[config.mk]
export PLATFORM = sky130hd
export DESIGN_NAME = cpu_clk_ctrl
export DESIGN_NICKNAME = d
export VERILOG_FILES = /design/src/rtl/cpu_clk_pkg.sv /design/src/rtl/cpu_clk_ctrl_btn_debounce.sv /design/src/rtl/cpu_clk_ctrl.sv
export SDC_FILE = /design/constraint.sdc
export NUM_CORES = 1
export LEC_CHECK = 0
export BUFFER_PORTS_ARGS = -buffer_cell sky130_fd_sc_hd__buf_2
export CAP_MARGIN = 40
export CORE_ASPECT_RATIO = 0.75
export CORE_UTILIZATION = 37
export CTS_BUF_LIST = sky130_fd_sc_hd__clkbuf_4
export CTS_CLUSTER_DIAMETER = 40
export DETAILED_ROUTE_END_ITERATION = 8
export PLACE_DENSITY = 0.77
export REMOVE_ABC_BUFFERS = 1
export SLEW_MARGIN = 20
export SYNTH_ARGS = -nofsm -noshare
export SYNTH_HDL_FRONTEND = slang
export SYNTH_HIERARCHICAL = 1
export SYNTH_SLANG_ARGS = --single-unit
[constraint.sdc]
create_clock -name clk_in -period 1.3 [get_ports clk_in]
set_input_delay 0.13 -clock clk_in [delete_from_list [all_inputs] [get_ports clk_in]]
set_output_delay 0.13 -clock clk_in [all_outputs]
set_load 0.005 [all_outputs]
[src/rtl/cpu_clk_pkg.sv]
// Shared definitions for the CPU clock-enable controller: mode encodings,
// FSM state enum and the mode-to-state mapping.
package cpu_clk_pkg;

   localparam logic [1:0] MODE_HALT = 2'b00;
   localparam logic [1:0] MODE_RUN  = 2'b01;
   localparam logic [1:0] MODE_SLOW = 2'b10;
   localparam logic [1:0] MODE_STEP = 2'b11;

   typedef enum logic [1:0] {
      S_HALT = 2'd0,
      S_RUN  = 2'd1,
      S_SLOW = 2'd2,
      S_STEP = 2'd3
   } state_t;

   // Each mode selects exactly one state; unknown codes fall back to halt.
   function automatic state_t mode_to_state(input logic [1:0] m);
      state_t s;
      case (m)
         MODE_HALT: s = S_HALT;
         MODE_RUN:  s = S_RUN;
         MODE_SLOW: s = S_SLOW;
         MODE_STEP: s = S_STEP;
         default:   s = S_HALT;
      endcase
      return s;
   endfunction

endpackage

[src/rtl/cpu_clk_ctrl_btn_debounce.sv]
// Step-button conditioning: 2-flop synchronizer, stability counter and a
// one-cycle pulse on each debounced 0->1 change.
module btn_debounce #(
   parameter int DEBOUNCE_CYCLES = 16
) (
   input  logic clk_in,
   input  logic rst,
   input  logic btn_in,
   output logic db_rise
);

   localparam int CW = (DEBOUNCE_CYCLES > 2) ? $clog2(DEBOUNCE_CYCLES) : 1;
   localparam logic [CW-1:0] CNT_LAST = CW'(DEBOUNCE_CYCLES - 1);

   logic          sync1_r;
   logic          sync_btn_r;
   logic          db_level_r;
   logic          db_rise_r;
   logic [CW-1:0] cnt_r;

   // Bring the raw asynchronous button into the clk_in domain.
   always_ff @(posedge clk_in or posedge rst) begin
      if (rst) begin
         sync1_r    <= 1'b0;
         sync_btn_r <= 1'b0;
      end else begin
         sync1_r    <= btn_in;
         sync_btn_r <= sync1_r;
      end
   end

   // Accept a new level only after it has differed for DEBOUNCE_CYCLES cycles;
   // the rise pulse is registered together with the level change.
   always_ff @(posedge clk_in or posedge rst) begin
      if (rst) begin
         cnt_r      <= {CW{1'b0}};
         db_level_r <= 1'b0;
         db_rise_r  <= 1'b0;
      end else if (sync_btn_r == db_level_r) begin
         cnt_r     <= {CW{1'b0}};
         db_rise_r <= 1'b0;
      end else if (cnt_r == CNT_LAST) begin
         cnt_r      <= {CW{1'b0}};
         db_level_r <= sync_btn_r;
         db_rise_r  <= sync_btn_r;
      end else begin
         cnt_r     <= cnt_r + CW'(1);
         db_rise_r <= 1'b0;
      end
   end

   assign db_rise = db_rise_r;

endmodule

[src/rtl/cpu_clk_ctrl.sv]
// CPU clock-enable controller: turns mode, the sampled slow clock and the
// debounced step button into a registered one-cycle cpu_ce plus a pulse count.
// Optional breakpoint halt is built when CPU_CLK_BREAK_EN is defined.
module cpu_clk_ctrl #(
   parameter int DEBOUNCE_CYCLES = 16,
   parameter int CNT_W           = 16,
   parameter int PC_W            = 32
) (
   input  logic             clk_in,
   input  logic             rst,
   input  logic             slow_clk_in,
   input  logic             step_btn,
   input  logic [1:0]       mode,
   output logic             cpu_ce,
   output logic             halted,
   output logic [CNT_W-1:0] step_count,
   input  logic [PC_W-1:0]  pc_in,
   input  logic [PC_W-1:0]  bp_addr,
   input  logic             bp_en,
   output logic             brk_hit
);

   import cpu_clk_pkg::*;

   state_t           state_r;
   state_t           next_state_s;
   state_t           mode_state_s;
   logic             cpu_ce_r;
   logic             halted_r;
   logic [CNT_W-1:0] step_count_r;
   logic             slow_q_r;
   logic             slow_rise_s;
   logic             db_rise_s;
   logic             ce_raw_s;
   logic             ce_next_s;
   logic             entry_gate_s;

   btn_debounce #(
      .DEBOUNCE_CYCLES(DEBOUNCE_CYCLES)
   ) u_btn_debounce (
      .clk_in (clk_in),
      .rst    (rst),
      .btn_in (step_btn),
      .db_rise(db_rise_s)
   );

   // Delay the divided clock by one cycle to find its rising edges.
   always_ff @(posedge clk_in or posedge rst) begin
      if (rst) begin
         slow_q_r <= 1'b0;
      end else begin
         slow_q_r <= slow_clk_in;
      end
   end

   assign slow_rise_s  = slow_clk_in & ~slow_q_r;
   assign mode_state_s = mode_to_state(mode);

   // An edge that lands on the mode change into SLOW/STEP is dropped.
   assign entry_gate_s = (mode_state_s != state_r) &&
                         ((mode_state_s == S_SLOW) || (mode_state_s == S_STEP));

   // Enable request from the current state; events seen in other states are lost.
   always_comb begin
      ce_raw_s = 1'b0;
      case (state_r)
         S_HALT:  ce_raw_s = 1'b0;
         S_RUN:   ce_raw_s = 1'b1;
         S_SLOW:  ce_raw_s = slow_rise_s;
         S_STEP:  ce_raw_s = db_rise_s;
         default: ce_raw_s = 1'b0;
      endcase
   end

`ifdef CPU_CLK_BREAK_EN
   logic brk_hit_r;
   logic brk_next_s;
   logic bp_match_s;

   assign bp_match_s = bp_en && (pc_in == bp_addr) && (state_r != S_HALT);

   // Breakpoint match forces halt; the flag holds halt until mode 00 is seen.
   always_comb begin
      next_state_s = mode_state_s;
      ce_next_s    = ce_raw_s & ~entry_gate_s;
      brk_next_s   = 1'b0;
      if (bp_match_s) begin
         next_state_s = S_HALT;
         ce_next_s    = 1'b0;
         brk_next_s   = 1'b1;
      end else if (brk_hit_r) begin
         next_state_s = S_HALT;
         brk_next_s   = (mode != MODE_HALT);
      end else begin
         brk_next_s   = 1'b0;
      end
   end

   // Sticky breakpoint flag.
   always_ff @(posedge clk_in or posedge rst) begin
      if (rst) begin
         brk_hit_r <= 1'b0;
      end else begin
         brk_hit_r <= brk_next_s;
      end
   end

   assign brk_hit = brk_hit_r;
`else
   logic unused_bp_s;
   assign unused_bp_s  = ^{pc_in, bp_addr, bp_en};
   assign next_state_s = mode_state_s;
   assign ce_next_s    = ce_raw_s & ~entry_gate_s;
   assign brk_hit      = 1'b0;
`endif

   // State register, registered enable, halted flag and wrapping pulse count.
   always_ff @(posedge clk_in or posedge rst) begin
      if (rst) begin
         state_r      <= S_HALT;
         cpu_ce_r     <= 1'b0;
         halted_r     <= 1'b1;
         step_count_r <= {CNT_W{1'b0}};
      end else begin
         state_r      <= next_state_s;
         cpu_ce_r     <= ce_next_s;
         halted_r     <= (next_state_s == S_HALT);
         step_count_r <= step_count_r + {{(CNT_W-1){1'b0}}, cpu_ce_r};
      end
   end

   assign cpu_ce     = cpu_ce_r;
   assign halted     = halted_r;
   assign step_count = step_count_r;

endmodule

==> results.sh, run 1 <==
export IMPL_status="complete, but fails checks"
export IMPL_violations="negative setup slack"
export IMPL_ys_seq_area_share_pct=58.8
export IMPL_final_nets=213
export IMPL_skew_ns=0.0188
export IMPL_fill_cells=253
export IMPL_static_leakage_power_nw=0.924
export IMPL_num_rows=17
export IMPL_register_area_um2=727
export IMPL_cts_sinks=29
export IMPL_setup_tns_ns=-0.243
export IMPL_synth_xor_area_share_pct=11.3
export IMPL_p_switching_w=0.000666
export IMPL_grt_overflow_total=0
export IMPL_rsz0062_at_grt="true"
export IMPL_arrival_ns=1.64
export IMPL_synth_area_leader_cell="dfrtp_1"
export IMPL_clock_path_buffers=2
export IMPL_yosys_area_share_simple_pct=18.7
export IMPL_clkTransAtPathRegs_ns=0.10
export IMPL_synthAdderAreaFrac_pct=3.04
export IMPL_pre_cts_ws_ns=-0.0937
export IMPL_ys_types=28
export IMPL_cts_buffers=5
export IMPL_r2r_end="step_count[7]"
export IMPL_vias_per_cell=4.96
export IMPL_yosysMostFrequentCell="dfrtp_1"
export IMPL_dieHeight_um=52.1
export IMPL_port_buffers=23
export IMPL_post_synth_top_area_fraction_pct=56.7
export IMPL_ant_nets=0
export IMPL_grt_pass1_wl_mm=4.09
export IMPL_syn_area_per_cell_um2=13.0
export IMPL_finalCritPeriodShare_pct=106
export IMPL_drive_gt1_share_pct=44.3
export IMPL_io_pins=90
export IMPL_seqPwrFrac_pct=52.2
export IMPL_hpwl_mm=1.62
export IMPL_r2r_slack_ns=-0.07
export IMPL_p_per_area_mw_per_mm2=1260
export IMPL_initial_core_util_pct=40.4
export IMPL_cp_required_ns=1.56
export IMPL_dr_pass1_iters=4
export IMPL_die_area_mm2=0.00358
export IMPL_worst_hold_slack_ns=0.281
export IMPL_drtIter0Drc=54
export IMPL_fin_cells=178
export IMPL_fin_ws_ns=-0.0739
export IMPL_grt_max_degree=16
export IMPL_hp_class="in2async"
export IMPL_clk_latency_ns=0.34
export IMPL_yosysWarnings=6
export IMPL_drc=0
export IMPL_synth_commonest_cells="28 x dfrtp_1, 10 x xor2_1, 6 x inv_1, 6 x xnor2_1, 5 x nor2_1"
export IMPL_maxSlewViolCount=0
export IMPL_hold_violations=0
export IMPL_syn_instance_count=95
export IMPL_syn_cell_area_mm2=0.00124
export IMPL_combPwrFrac_pct=22.8
export IMPL_pwr_share_clk_pct=24.9
export IMPL_endpoint_kind="register"
export IMPL_synth_edf_count=0
export IMPL_dp_cells=161
export IMPL_cp_max_fo=6
export IMPL_ir_drop_mv=0.563
export IMPL_vias=882
export IMPL_antenna_found_initial=0
export IMPL_grt_pass1_vias=887
export IMPL_async_flop_share_pct=100
export IMPL_core_mm2=0.00306
export IMPL_synth_compound_area_share_pct=3.54
export IMPL_switching_share_pct=30.9
export IMPL_track_usage_pct=16.7
export IMPL_synth_area_top_cells="dfrtp_1 57%, xor2_1 7.1%, xnor2_1 4.3%, nor4_2 4.0%, nand4_4 3.4%"
export IMPL_yosys_mux_area_fraction_pct=1.21
export IMPL_finalSetupViolCount=8
export IMPL_finalWirelength_mm=2.62
export IMPL_gp_congestion=0.718
export IMPL_worstReg2RegStart="step_count[0]"
export IMPL_ys_seq_elements=29
export IMPL_fp_dieW_um=68.7
export IMPL_finish_utilization_pct=55.7
export IMPL_reg2regPathDepth=6
export IMPL_synth_top_family_by_area="simple AND/OR/NAND/NOR gates"
export IMPL_diodes=0
export IMPL_p_int_w=0.00149
export IMPL_synthFlopType="dfrtp_1"
export IMPL_drv_cap=0
export IMPL_period_minus_slack_ns=1.37
export IMPL_cts_tree="done"
export IMPL_fmax_mhz=728
export IMPL_synthToLayoutAreaGrowth_pct=38.1
export IMPL_critPathKind="reg2reg"
export IMPL_cts_root_buf="clkbuf_4"
export IMPL_multiInputGateArea_um2=578
export IMPL_htree_levels=2
export IMPL_wl_per_cell_um=14.7
export IMPL_startpoint_type="register"
[routing by layer]
| metal | GRT usage [%] | wire, um |
|---|---|---|
| met2 | 26.0 | 1370 |
| met1 | 20.5 | 1100 |
| met5 | 0 | 0 |
| met4 | 13.9 | 57 |
| met3 | 1.97 | 94 |
[cell families (layout without fill, tap and decap cells)]
logic type | Yosys count | in the layout
and+or+nand+nor | 30 | 30
DFF | 29 | 29
xor gates and xnor gates | 16 | 16
buffers and inverters | 9 | 54
AOI/OAI and AO/OA | 6 | 6
adders and majority gates | 3 | 3
other | 1 | 1
muxes | 1 | 1
[state kept, by name, summed over array words and instances, names as in the netlist]
| signal | count |
|---|---|
| step_count | 16 |
| u_btn_debounce/cnt_r | 4 |
| state_r | 2 |
| cpu_ce | 1 |
| halted | 1 |
| slow_q_r | 1 |
| u_btn_debounce/db_level_r | 1 |
| u_btn_debounce/db_rise | 1 |
| u_btn_debounce/sync1_r | 1 |
| u_btn_debounce/sync_btn_r | 1 |
[worst max-delay path by stage]
stage,cells after the start,start,to,slack [ns]
2_1_floorplan,5,cpu_ce,step_count[8],-0.10
3_3_place_gp,6,cpu_ce,step_count[10],-0.05
3_5_place_dp,6,step_count[0],step_count[14],-0.09
4_1_cts,6,cpu_ce,step_count[7],-0.06
5_1_grt,6,step_count[0],step_count[14],-0.12
6_report,6,step_count[0],step_count[7],-0.07
[critical path, stage by stage, from the launching register on]
cell	delay, ns
dfrtp_1	0.41
ha_4	0.17
buf_6	0.10
nand4_4	0.19
buf_6	0.18
nor2_1	0.12
xnor2_1	0.14
[power groups by stage]
stage	combinational, W	clock, W	sequential [W]
after floorplan	0.000113	0	0.00115
after global placement	0.000370	0	0.00111
after detailed placement	0.000382	0	0.00112
after CTS	0.000436	0.000548	0.00111
after global routing	0.000540	0.000606	0.00114
final	0.000493	0.000538	0.00113
[per-stage QoR]
step / cell area, um2 / power [W]
2_1_floorplan: 1220 / 0.00126
3_3_place_gp: 1440 / 0.00148
3_5_place_dp: 1440 / 0.00150
4_1_cts: 1640 / 0.00209
5_1_grt: 1710 / 0.00228
6_report: 1710 / 0.00216
[cell usage in the layout (no fill, tap or decap), drive strengths merged]
master	n
nor2	5
clkinv	2
xnor2	6
clkbuf	5
dfrtp	28
xor2	10
inv	6
a21o	1
nor3b	2
mux2	1
nor4	4
a311oi	1
a22o	1
clkinvlp	1
a31oi	1
dlygate4sd3	5
ha	3
a21oi	1
nor2b	1
nand2	4
dfstp	1
conb	1
buf	35
nand3	6
nor3	4
a21boi	1
nor4bb	1
nand4	3
[repair_timing]
item | CTS | global route
endpoints found under the hold margin | 19 | 0
pin swaps | 8 | 5
setup endpoints to repair | 9 | 12
resized for setup | 11 | 11
hold buffers | 5 | 0
setup buffers | 3 | 2
[layout make-up]
type	instances	share of cell area [%]
tap	38	2.79
clock inverter	3	1.03
sequential	29	42.6
clock buffer	5	2.20
inverter	6	1.32
timing repair buffer	40	16.2
multi-input combinational	57	33.9
No activity file was read; power rests on OpenSTA's default activity.
==> run 2: changes to the inputs <==
--- a/config.mk
+++ b/config.mk
@@ -10,2 +10,3 @@
 export CORE_ASPECT_RATIO = 0.75
+export CORE_MARGIN = 10
 export CORE_UTILIZATION = 37
==> constraint.sdc (replaced) <==
create_clock -name clk_in -period 1.3 [get_ports clk_in]
set_input_delay 0.195 -clock clk_in [delete_from_list [all_inputs] [get_ports clk_in]]
set_output_delay 0.195 -clock clk_in [all_outputs]
set_load 0.005 [all_outputs]
==> results.sh, run 2 (same netlist as run 1, synthesis figures left out) <==
export IMPL_p_switching_w=0.000613
export IMPL_layout_commonest_cell="dfrtp_1"
export IMPL_switching_share_pct=28.8
export IMPL_postLayoutCellArea_mm2=0.00166
export IMPL_antenna_found_initial=0
export IMPL_dieHeight_um=70.1
export IMPL_cpMostUsedCell="ha_4"
export IMPL_final_cell_mix="27 x dfrtp_1, 23 x buf_2, 9 x xor2_1"
export IMPL_cts_sinks=29
export IMPL_htree_levels=2
export IMPL_rsz0062_at_grt="true"
export IMPL_hp_class="in2reg"
export IMPL_status="complete, but fails checks"
export IMPL_io_pins=90
export IMPL_finalSetupViolCount=6
export IMPL_die_area_mm2=0.00608
export IMPL_critPathKind="reg2reg"
export IMPL_cp_required_ns=1.55
export IMPL_fill_cells=289
export IMPL_fin_ws_ns=-0.0515
export IMPL_drc=0
export IMPL_synthToLayoutAreaGrowth_pct=34.2
export IMPL_critPathTopFamily="flip-flops"
export IMPL_largest_reg_flops=16
export IMPL_critPathBufInv=1
export IMPL_clkTransAtPathRegs_ns=0.09
export IMPL_period_minus_slack_ns=1.35
export IMPL_wl_per_cell_um=14.5
export IMPL_core_mm2=0.00324
export IMPL_combPwrFrac_pct=20.5
export IMPL_vias_per_cell=4.70
export IMPL_grt_pass1_vias=934
export IMPL_ant_nets=0
export IMPL_dr_pass1_iters=3
export IMPL_clk_latency_ns=0.33
export IMPL_p_int_w=0.00152
export IMPL_initial_core_util_pct=38.1
export IMPL_cts_buffers=5
export IMPL_arrival_ns=1.60
export IMPL_maxSlewViolCount=0
export IMPL_startpoint_type="register"
export IMPL_cts_tree="done"
export IMPL_ir_drop_mv=0.579
export IMPL_grt_max_degree=22
export IMPL_fp_dieW_um=86.7
export IMPL_gp_congestion=0.746
export IMPL_finalWirelength_mm=2.56
export IMPL_diodes=0
export IMPL_place_area_mm2=0.00145
export IMPL_fmax_mhz=740
export IMPL_setup_tns_ns=-0.172
export IMPL_cp_max_fo=6
export IMPL_final_nets=209
export IMPL_endpoint_kind="register"
export IMPL_worst_hold_slack_ns=0.0166
export IMPL_drive_gt1_share_pct=44.9
export IMPL_track_usage_pct=9.07
export IMPL_pwr_share_clk_pct=26.9
export IMPL_port_buffers=23
export IMPL_vias=827
export IMPL_hpwl_mm=1.83
export IMPL_drv_cap=0
export IMPL_finalCritPeriodShare_pct=104
export IMPL_static_leakage_power_nw=0.870
export IMPL_skew_ns=0.00843
export IMPL_clock_path_buffers=2
export IMPL_num_rows=18
export IMPL_p_per_area_mw_per_mm2=1280
export IMPL_grt_pass1_wl_mm=4.36
export IMPL_cts_root_buf="clkbuf_4"
export IMPL_drtIter0Drc=56
export IMPL_seqPwrFrac_pct=52.6
export IMPL_cp_cell_sequence="ha_4 -> ha_4 -> nand3_2 -> buf_6 -> nor4_4 -> xor2_1"
export IMPL_crit_path_max_incr_delay_ns=0.40
export IMPL_hold_violations=0
export IMPL_grt_overflow_total=0
export IMPL_violations="negative setup slack"
export IMPL_crit_path_top_delay_cell="dfrtp_1"
run 2: cell count changes in the layout (fill, tap and decap cells not counted), sizes merged:
cell         change
clkbuf           +3
buf              -2
clkinv           -2
dlygate4sd3      -2
clkinvlp         -1
run 2: through the flow:
| stage | setup WS (ns) | utilization, % | instances | power, W |
|---|---|---|---|---|
| after floorplan | -0.103 | - | 92 | 0.00126 |
| after global placement | -0.0519 | 44.8 | 164 | 0.00149 |
| after detailed placement | -0.118 | 44.8 | 164 | 0.00152 |
| after CTS | -0.0449 | 50.8 | 176 | 0.00215 |
| after global routing | -0.128 | 51.2 | 176 | 0.00225 |
| final | -0.0515 | 51.2 | 176 | 0.00213 |
run 2: power by group through the flow:
stage / sequential (W) / clock [W] / combinational (W)
6_report: 0.00112 / 0.000573 / 0.000437
5_1_grt: 0.00113 / 0.000634 / 0.000486
2_1_floorplan: 0.00115 / 0 / 0.000113
3_3_place_gp: 0.00111 / 0 / 0.000385
4_1_cts: 0.00112 / 0.000580 / 0.000444
3_5_place_dp: 0.00112 / 0 / 0.000401
run 2: final timing paths:
check / slack, ns / depth (start not counted) / start / end
max in group asynchronous: 0.57 / 4 / rst / halted
min in group asynchronous: 0.37 / 3 / rst / u_btn_debounce/db_rise
min reg2reg: 0.36 / 0 / u_btn_debounce/sync1_r / u_btn_debounce/sync_btn_r
min: 0.02 / 1 / mode[0] / state_r[0]
max reg2reg: -0.05 / 6 / step_count[0] / step_count[12]
max: -0.05 / 6 / step_count[0] / step_count[12]
run 2: metal layers:
metal | track usage (%) | up-vias | wire, um
met5 | 0 | - | 0
met4 | 5.39 | 0 | 67
met3 | 3.13 | 6 | 97
met2 | 14.6 | 17 | 1240
met1 | 10.1 | 404 | 1150
li1 | - | 400 | -
run 2: area by class of cell:
cell class                 count  area, um2  area share, %
clock buffer                   8       60.1           3.62
inverter                       6       22.5           1.36
multi-input combinational     57        567           34.2
sequential                    29        728           43.9
tap                           40       50.0           3.02
timing repair buffer          36        231           14.0
run 2: repair_timing:
item,in CTS,in global routing
resized for setup,17,3
hold endpoints to repair,30,0
setup endpoints to repair,10,12
pin swaps,5,3
hold buffers,3,0
buffers inserted,1,0
